`config.mk`:
```
export PLATFORM = sky130hd
export DESIGN_NAME = audio_tone_analyzer
export DESIGN_NICKNAME = d
export VERILOG_FILES = /design/src/rtl/audio_tone_analyzer.sv
export SDC_FILE = /design/constraint.sdc
export NUM_CORES = 1
export LEC_CHECK = 0
export ABC_AREA = 1
export BUFFER_PORTS_ARGS = -buffer_cell sky130_fd_sc_hd__buf_2
export CORE_ASPECT_RATIO = 0.5
export CORE_MARGIN = 1
export CORE_UTILIZATION = 30
export CTS_CLUSTER_DIAMETER = 60
export DETAILED_ROUTE_END_ITERATION = 10
export SETUP_SLACK_MARGIN = 0.1
export SLEW_MARGIN = 20
export SYNTH_ARGS = -nofsm -noshare
export SYNTH_HDL_FRONTEND = slang
export SYNTH_SLANG_ARGS = --single-unit
```
`constraint.sdc`:
```
create_clock -name clk_audio -period 4.4 [get_ports clk_audio]
set_clock_uncertainty 0.2 [all_clocks]
set_input_delay 1.32 -clock clk_audio [delete_from_list [all_inputs] [get_ports clk_audio]]
set_output_delay 1.32 -clock clk_audio [all_outputs]
set_load 0.01 [all_outputs]
```
`src/rtl/audio_tone_analyzer.sv`:
```
// Tone analyzer for a signed 16-bit audio sample stream.
// It measures the tone period from rising zero crossings and the
// peak-to-peak amplitude over each period. It also reports lock and
// loss-of-signal status.
//
// Optional feature: define DC_OFFSET_EN to add the dc_offset output,
// which is the midpoint of max and min over each measured period.
//
// Ports:
//   clk_audio     audio sample clock, rising edge
//   reset_n       asynchronous active-low reset
//   sample_valid  qualifies sample; may be gapped
//   sample        signed 16-bit audio sample
//   period        last measured period, in valid samples
//   peak_to_peak  max-min over the last period (unsigned, 17 bits)
//   meas_valid    one-cycle pulse when period/peak_to_peak update
//   locked        stable tone detected
//   no_signal     no crossing within MAX_PERIOD valid samples
//   dc_offset     signed midpoint of the last period (DC_OFFSET_EN only)
module audio_tone_analyzer #(
  parameter int unsigned HYST       = 256,
  parameter int unsigned MAX_PERIOD = 4096,
  parameter int unsigned LOCK_TOL   = 1,
  parameter int unsigned LOCK_COUNT = 4,
  parameter int unsigned PW         = $clog2(MAX_PERIOD + 1)
) (
  input  logic                 clk_audio,
  input  logic                 reset_n,
  input  logic                 sample_valid,
  input  logic signed [15:0]   sample,
  output logic [PW-1:0]        period,
  output logic [16:0]          peak_to_peak,
  output logic                 meas_valid,
  output logic                 locked,
  output logic                 no_signal
`ifdef DC_OFFSET_EN
  ,
  output logic signed [15:0]   dc_offset
`endif
);

  localparam int unsigned MW  = $clog2(LOCK_COUNT + 1);
  localparam int unsigned PW1 = PW + 1;
  localparam logic signed [16:0] NEG_HYST = -$signed(17'(HYST));

  typedef enum logic [1:0] {
    IDLE    = 2'd0,
    MEASURE = 2'd1,
    LOCKED  = 2'd2
  } state_t;

  state_t              state;
  logic [PW-1:0]       cnt;
  logic                armed;
  logic [MW-1:0]       match_cnt;
  logic signed [15:0]  run_max;
  logic signed [15:0]  run_min;

  logic signed [16:0]  sample_ext;
  logic                arm_c;
  logic                cross_c;
  logic                timeout_c;
  logic signed [15:0]  cur_max_c;
  logic signed [15:0]  cur_min_c;
  logic signed [16:0]  max_ext;
  logic signed [16:0]  min_ext;
  logic [16:0]         p2p_c;
  logic [PW-1:0]       new_period_c;
  logic signed [PW:0]  diff_c;
  logic [PW:0]         abs_diff_c;
  logic                match_c;

  // Crossing / arming / timeout detection on the current sample
  assign sample_ext = {sample[15], sample};
  assign arm_c      = (sample_ext < NEG_HYST);
  assign cross_c    = armed && !sample[15];
  assign timeout_c  = (cnt == PW'(MAX_PERIOD - 1));

  // Running extremes including the current sample
  assign cur_max_c = (sample > run_max) ? sample : run_max;
  assign cur_min_c = (sample < run_min) ? sample : run_min;
  assign max_ext   = {cur_max_c[15], cur_max_c};
  assign min_ext   = {cur_min_c[15], cur_min_c};
  assign p2p_c     = $unsigned(max_ext - min_ext);

  // Period of the crossing sample and its distance to the previous one
  assign new_period_c = cnt + PW'(1);
  assign diff_c       = $signed({1'b0, new_period_c}) - $signed({1'b0, period});
  assign abs_diff_c   = diff_c[PW] ? $unsigned(-diff_c) : $unsigned(diff_c);
  assign match_c      = (abs_diff_c <= PW1'(LOCK_TOL));

`ifdef DC_OFFSET_EN
  logic signed [16:0] dc_sum_c;
  // Bits [16:1] are the arithmetic shift right by one, truncated to 16 bits
  assign dc_sum_c = max_ext + min_ext;
`endif

  // State machine, counters and registered outputs
  always_ff @(posedge clk_audio or negedge reset_n) begin
    if (!reset_n) begin
      state        <= IDLE;
      cnt          <= '0;
      armed        <= 1'b0;
      match_cnt    <= '0;
      run_max      <= '0;
      run_min      <= '0;
      period       <= '0;
      peak_to_peak <= '0;
      meas_valid   <= 1'b0;
      locked       <= 1'b0;
      no_signal    <= 1'b1;
`ifdef DC_OFFSET_EN
      dc_offset    <= '0;
`endif
    end else begin
      meas_valid <= 1'b0;
      if (sample_valid) begin
        if (arm_c) begin
          armed <= 1'b1;
        end
        if (cross_c) begin
          armed   <= 1'b0;
          cnt     <= '0;
          run_max <= sample;
          run_min <= sample;
          if (state != IDLE) begin
            period       <= new_period_c;
            peak_to_peak <= p2p_c;
            meas_valid   <= 1'b1;
`ifdef DC_OFFSET_EN
            dc_offset    <= dc_sum_c[16:1];
`endif
          end
          case (state)
            IDLE: begin
              // First crossing only starts the measurement window
              no_signal <= 1'b0;
              state     <= MEASURE;
            end
            MEASURE: begin
              if (match_c) begin
                match_cnt <= match_cnt + MW'(1);
                if (match_cnt == MW'(LOCK_COUNT - 1)) begin
                  state  <= LOCKED;
                  locked <= 1'b1;
                end
              end else begin
                match_cnt <= '0;
              end
            end
            LOCKED: begin
              if (!match_c) begin
                locked    <= 1'b0;
                match_cnt <= '0;
                state     <= MEASURE;
              end
            end
            default: state <= IDLE;
          endcase
        end else begin
          run_max <= cur_max_c;
          run_min <= cur_min_c;
          if (timeout_c) begin
            // Loss of signal: keep the last measurement and restart
            state     <= IDLE;
            no_signal <= 1'b1;
            locked    <= 1'b0;
            cnt       <= '0;
            match_cnt <= '0;
            armed     <= 1'b0;
          end else begin
            cnt <= cnt + PW'(1);
          end
        end
      end
    end
  end

endmodule

```
==> results.tsv <==
stage	metric	value	unit
finish	most frequent cells in the layout	nand2_1, inv_1, buf_4	
global_routing	global-route wire length before repair	30280	um
timing	fmax	0.2257	GHz
timing	Tcrit/Tclk final	100.7	%
min_path	worst hold endpoint	match_cnt[2]$_DFFE_PN0P_	
global_routing	vias in the first global route	6251	
power_and_ir_drop	Clock Power Share	10.9	%
timing	Setup Viol. Count Final	1	
power_and_ir_drop	Switch Pwr	3.759	mW
worst_setup_path	critical path arrival	4.51	ns
worst_setup_path	worst r2r path cells	29	
logic_synthesis	Warnings, synthesis	0	
timing	Hold Slack	0.2918	ns
logic_synthesis	ys async rst share	100.0	%
power_and_ir_drop	Pint	4.185	mW
status	status	complete, but fails checks	
finish	antenna fix cells	0	
finish	commonest non-fill, non-tap cell in the layout	nand2_1	
global_routing	GRT Total Usage	16.77	%
power_and_ir_drop	Comb power frac	74.4	%
logic_synthesis	mux cell area share after synthesis	0	%
timing	Hold Vio Cnt, Final	0	
placement	DP Worst Slack	-0.5166	ns
clock_tree	worst skew pair latency	0.35	ns
logic_synthesis	count of different cell masters after synthesis	46	
logic_synthesis	top_reg_cell synth	dfrtp_1	
power_and_ir_drop	pwr/cell area	903.7	mW/mm2
routing	vias per cell	4.769	
min_path	HP Start	match_cnt[2]$_DFFE_PN0P_	
timing	setup TNS	-0.02970	ns
logic_synthesis	Post-Synth Adder-Cell Area	12.68	%
global_routing	antenna violations before repair	0	
logic_synthesis	main combinational cell family by area after synthesis	simple AND/OR/NAND/NOR gates	
logic_synthesis	Post-Synth Simple-Gate Area	26.49	%
clock_tree	htree depth	3	
clock_tree	CTS buffer count	9	
routing	final antenna-violating net count	0	
floorplan	Die X-Extent	212.3	um
routing	initial detailed-routing violation count	328	
clock_tree	Clock transition at path regs	0.07	ns
global_routing	largest net degree at the start of global routing	47	
clock_tree	Sink Count	84	
logic_synthesis	post-synthesis xor/xnor area fraction	2.641	%
status	failing checks	negative setup slack	
floorplan	# rows	38	
finish	fill cell count	2217	
logic_synthesis	sequential area share after synthesis	31.71	%
routing	drt total wl	19090	um
placement	gpl congestion	0.9212	
logic_synthesis	Synth Area in Compound Gates	16.81	%
logic_synthesis	Syn Area/Cell	7.079	um2
worst_setup_path	crit path kind	in -> reg	
clock_tree	CTS Buffer Depth	2	
timing	crit path time final	4.430	ns
routing	Wirelength per Cell	13.77	um
worst_setup_path	R2R Path Start	cnt[1]$_DFFE_PN0P_	
logic_synthesis	EDFF count, synth	0	
worst_setup_path	CP Capture Type	flop	
floorplan	Core Footprint	0.02168	mm2
floorplan	I/O Pins	52	
timing	Slew Limit Fails	0	
finish	Layout area overhead	32.54	%
clock_tree	Root Driver	clkbuf_16	
min_path	Hold Path Depth	2	
global_routing	GR Overflow Total	0	
floorplan	die area	0.02274	mm2
worst_setup_path	worst path required time	4.48	ns
timing	RSZ-0062 raised after global routing	true	
logic_synthesis	post-synthesis cell count	937	
timing	worst-margin pin slew	0.9592	ns
floorplan	initial core utilization	30.59	%
power_and_ir_drop	register share of total power	14.7	%
finish	Nets	1166	
power_and_ir_drop	VDD IR max	0.3118	mV
power_and_ir_drop	switching share of power	47.32	%
timing	final worst setup slack	-0.02970	ns
logic_synthesis	post-synthesis cell area	0.006633	mm2
routing	# DRC	0	
worst_setup_path	R2R Path End	locked$_DFFE_PN0P_	
run	Max Cap Viol	0	
placement	Detailed Place HPWL	14330	um
routing	DR pass1 iterations	5	
routing	via count	6610	
power_and_ir_drop	Leakage	4.533	nW
min_path	worst hold-check path type	reg -> reg	
worst_setup_path	CP Max Fanout	10	
worst_setup_path	FF-to-FF setup slack	0.32	ns
worst_setup_path	critical path launch point type	input port	
clock_tree	TritonCTS clock tree	done	
placement	PortBufs	51	
logic_synthesis	Yosys reg bits	84	
logic_synthesis	syn_nets	1022	
timing	Worst slew margin	35.66	%
floorplan	Die Y	107.1	um
finish	proportion of layout cells with a drive suffix above 1	25.51	%
-- cells in the mapped netlist, types with 2 or more instances --
cell	instances	area, um2
nor3_1	4	20.02
nand3_1	55	275.3
inv_1	141	529.3
xnor2_1	8	70.07
ha_1	64	800.8
o21ai_0	74	370.4
clkbuf_1	21	78.83
nand4_2	2	25.02
nor2_2	3	18.77
buf_1	2	7.510
nand3_2	2	20.02
nand2_1	268	1006
dfrtp_1	83	2077
o31ai_1	4	30.03
a21oi_1	32	160.2
nand2_2	7	43.79
o221ai_1	15	131.4
xor2_1	12	105.1
a21oi_2	2	17.52
a31oi_1	7	43.79
o21bai_1	16	120.1
clkinv_1	2	7.510
nor2_1	49	183.9
o22ai_1	18	112.6
o211ai_1	4	30.03
nor2_4	2	22.52
nand4_1	12	75.07
o21ai_1	2	10.01
inv_2	2	7.510
a21o_1	4	30.03
nand3b_1	4	30.03
fa_1	2	40.04
-- logic make-up (layout without fill, tap and decap cells) --
kind of cell | Yosys count | after routing
simple gates | 413 | 415
flops | 84 | 84
compound gates | 185 | 185
xor+xnor | 20 | 20
buf+inv | 169 | 316
fa+ha+maj | 66 | 66
-- per-stage QoR --
stage	area [um2]	instances	total power [mW]	utilization, %
detailed placement	7968	1354	6.428	36.75
floorplan	6778	937	4.543	-
CTS	8363	1374	7.398	38.57
finish	8791	1386	7.944	40.55
global placement	7968	1354	6.340	36.75
global route	8791	1386	8.699	40.55
-- registers in the layout (all words and copies together), names as in the netlist --
name and flops:
state 2, cnt 13, run_max 16, meas_valid 1, locked 1, run_min 16, no_signal 1, armed 1
period 13, peak_to_peak 17, match_cnt 3
-- area by class of cell --
| type | instances | area (um2) | area share, % |
|---|---|---|---|
| clock buffer | 10 | 239.0 | 2.718 |
| inverter | 145 | 544.3 | 6.191 |
| sequential | 84 | 2103 | 23.93 |
| tap | 300 | 375.4 | 4.270 |
| timing repair buffer | 155 | 1079 | 12.27 |
| clock inverter | 6 | 93.84 | 1.067 |
| multi-input combinational | 686 | 4357 | 49.56 |
-- layer usage --
layer  routed length (um)  global-route usage, %  share of wire [%]
met4                  301                  4.573                1.6
met3                  520                  2.431                2.7
met5                    0                      0                  0
met2                 8959                  28.31                 47
met1                 9305                  22.35                 49
-- timing repair --
action / 4_1_cts / 5_1_grt
gates resized for setup: 15 / 89
endpoints found under the setup margin: 14 / 17
pin swaps: 6 / 36
cloned: 0 / 2
hold buffers: 0 / 0
buffers inserted: 4 / 10
-- power groups by stage --
| stage | clock, mW | sequential, mW | combinational, mW |
|---|---|---|---|
| 6_report | 0.862 | 1.17 | 5.91 |
| 3_3_place_gp | 0 | 1.16 | 5.18 |
| 4_1_cts | 0.881 | 1.16 | 5.35 |
| 3_5_place_dp | 0 | 1.18 | 5.25 |
| 2_1_floorplan | 0 | 1.20 | 3.35 |
| 5_1_grt | 0.910 | 1.20 | 6.59 |
-- critical path, cell delays in order --
cell	delay (ns)
buf_2	0.14
ha_1	0.30
nand4_1	0.15
nor3_2	0.17
buf_4	0.14
nand2_1	0.06
nand4_1	0.13
nand3_4	0.16
nand2_1	0.09
o21ai_1	0.08
ha_2	0.21
fa_2	0.37
o21ai_2	0.13
nand2_1	0.09
nand2_1	0.08
a21oi_2	0.07
buf_4	0.13
or4_4	0.42
nand2_2	0.08
nand2_2	0.05
a31oi_1	0.14
-- worst max path at each step --
stage / from / end / cells after the start
6_report: sample[15] / peak_to_peak[14]$_DFFE_PN0P_ / 21
4_1_cts: sample[1] / peak_to_peak[16]$_DFFE_PN0P_ / 29
3_5_place_dp: sample[15] / peak_to_peak[13]$_DFFE_PN0P_ / 25
2_1_floorplan: sample[1] / peak_to_peak[16]$_DFFE_PN0P_ / 27
3_3_place_gp: sample[15] / peak_to_peak[16]$_DFFE_PN0P_ / 26
5_1_grt: sample[1] / peak_to_peak[16]$_DFFE_PN0P_ / 30
No activity file was read; power rests on OpenSTA's default activity.
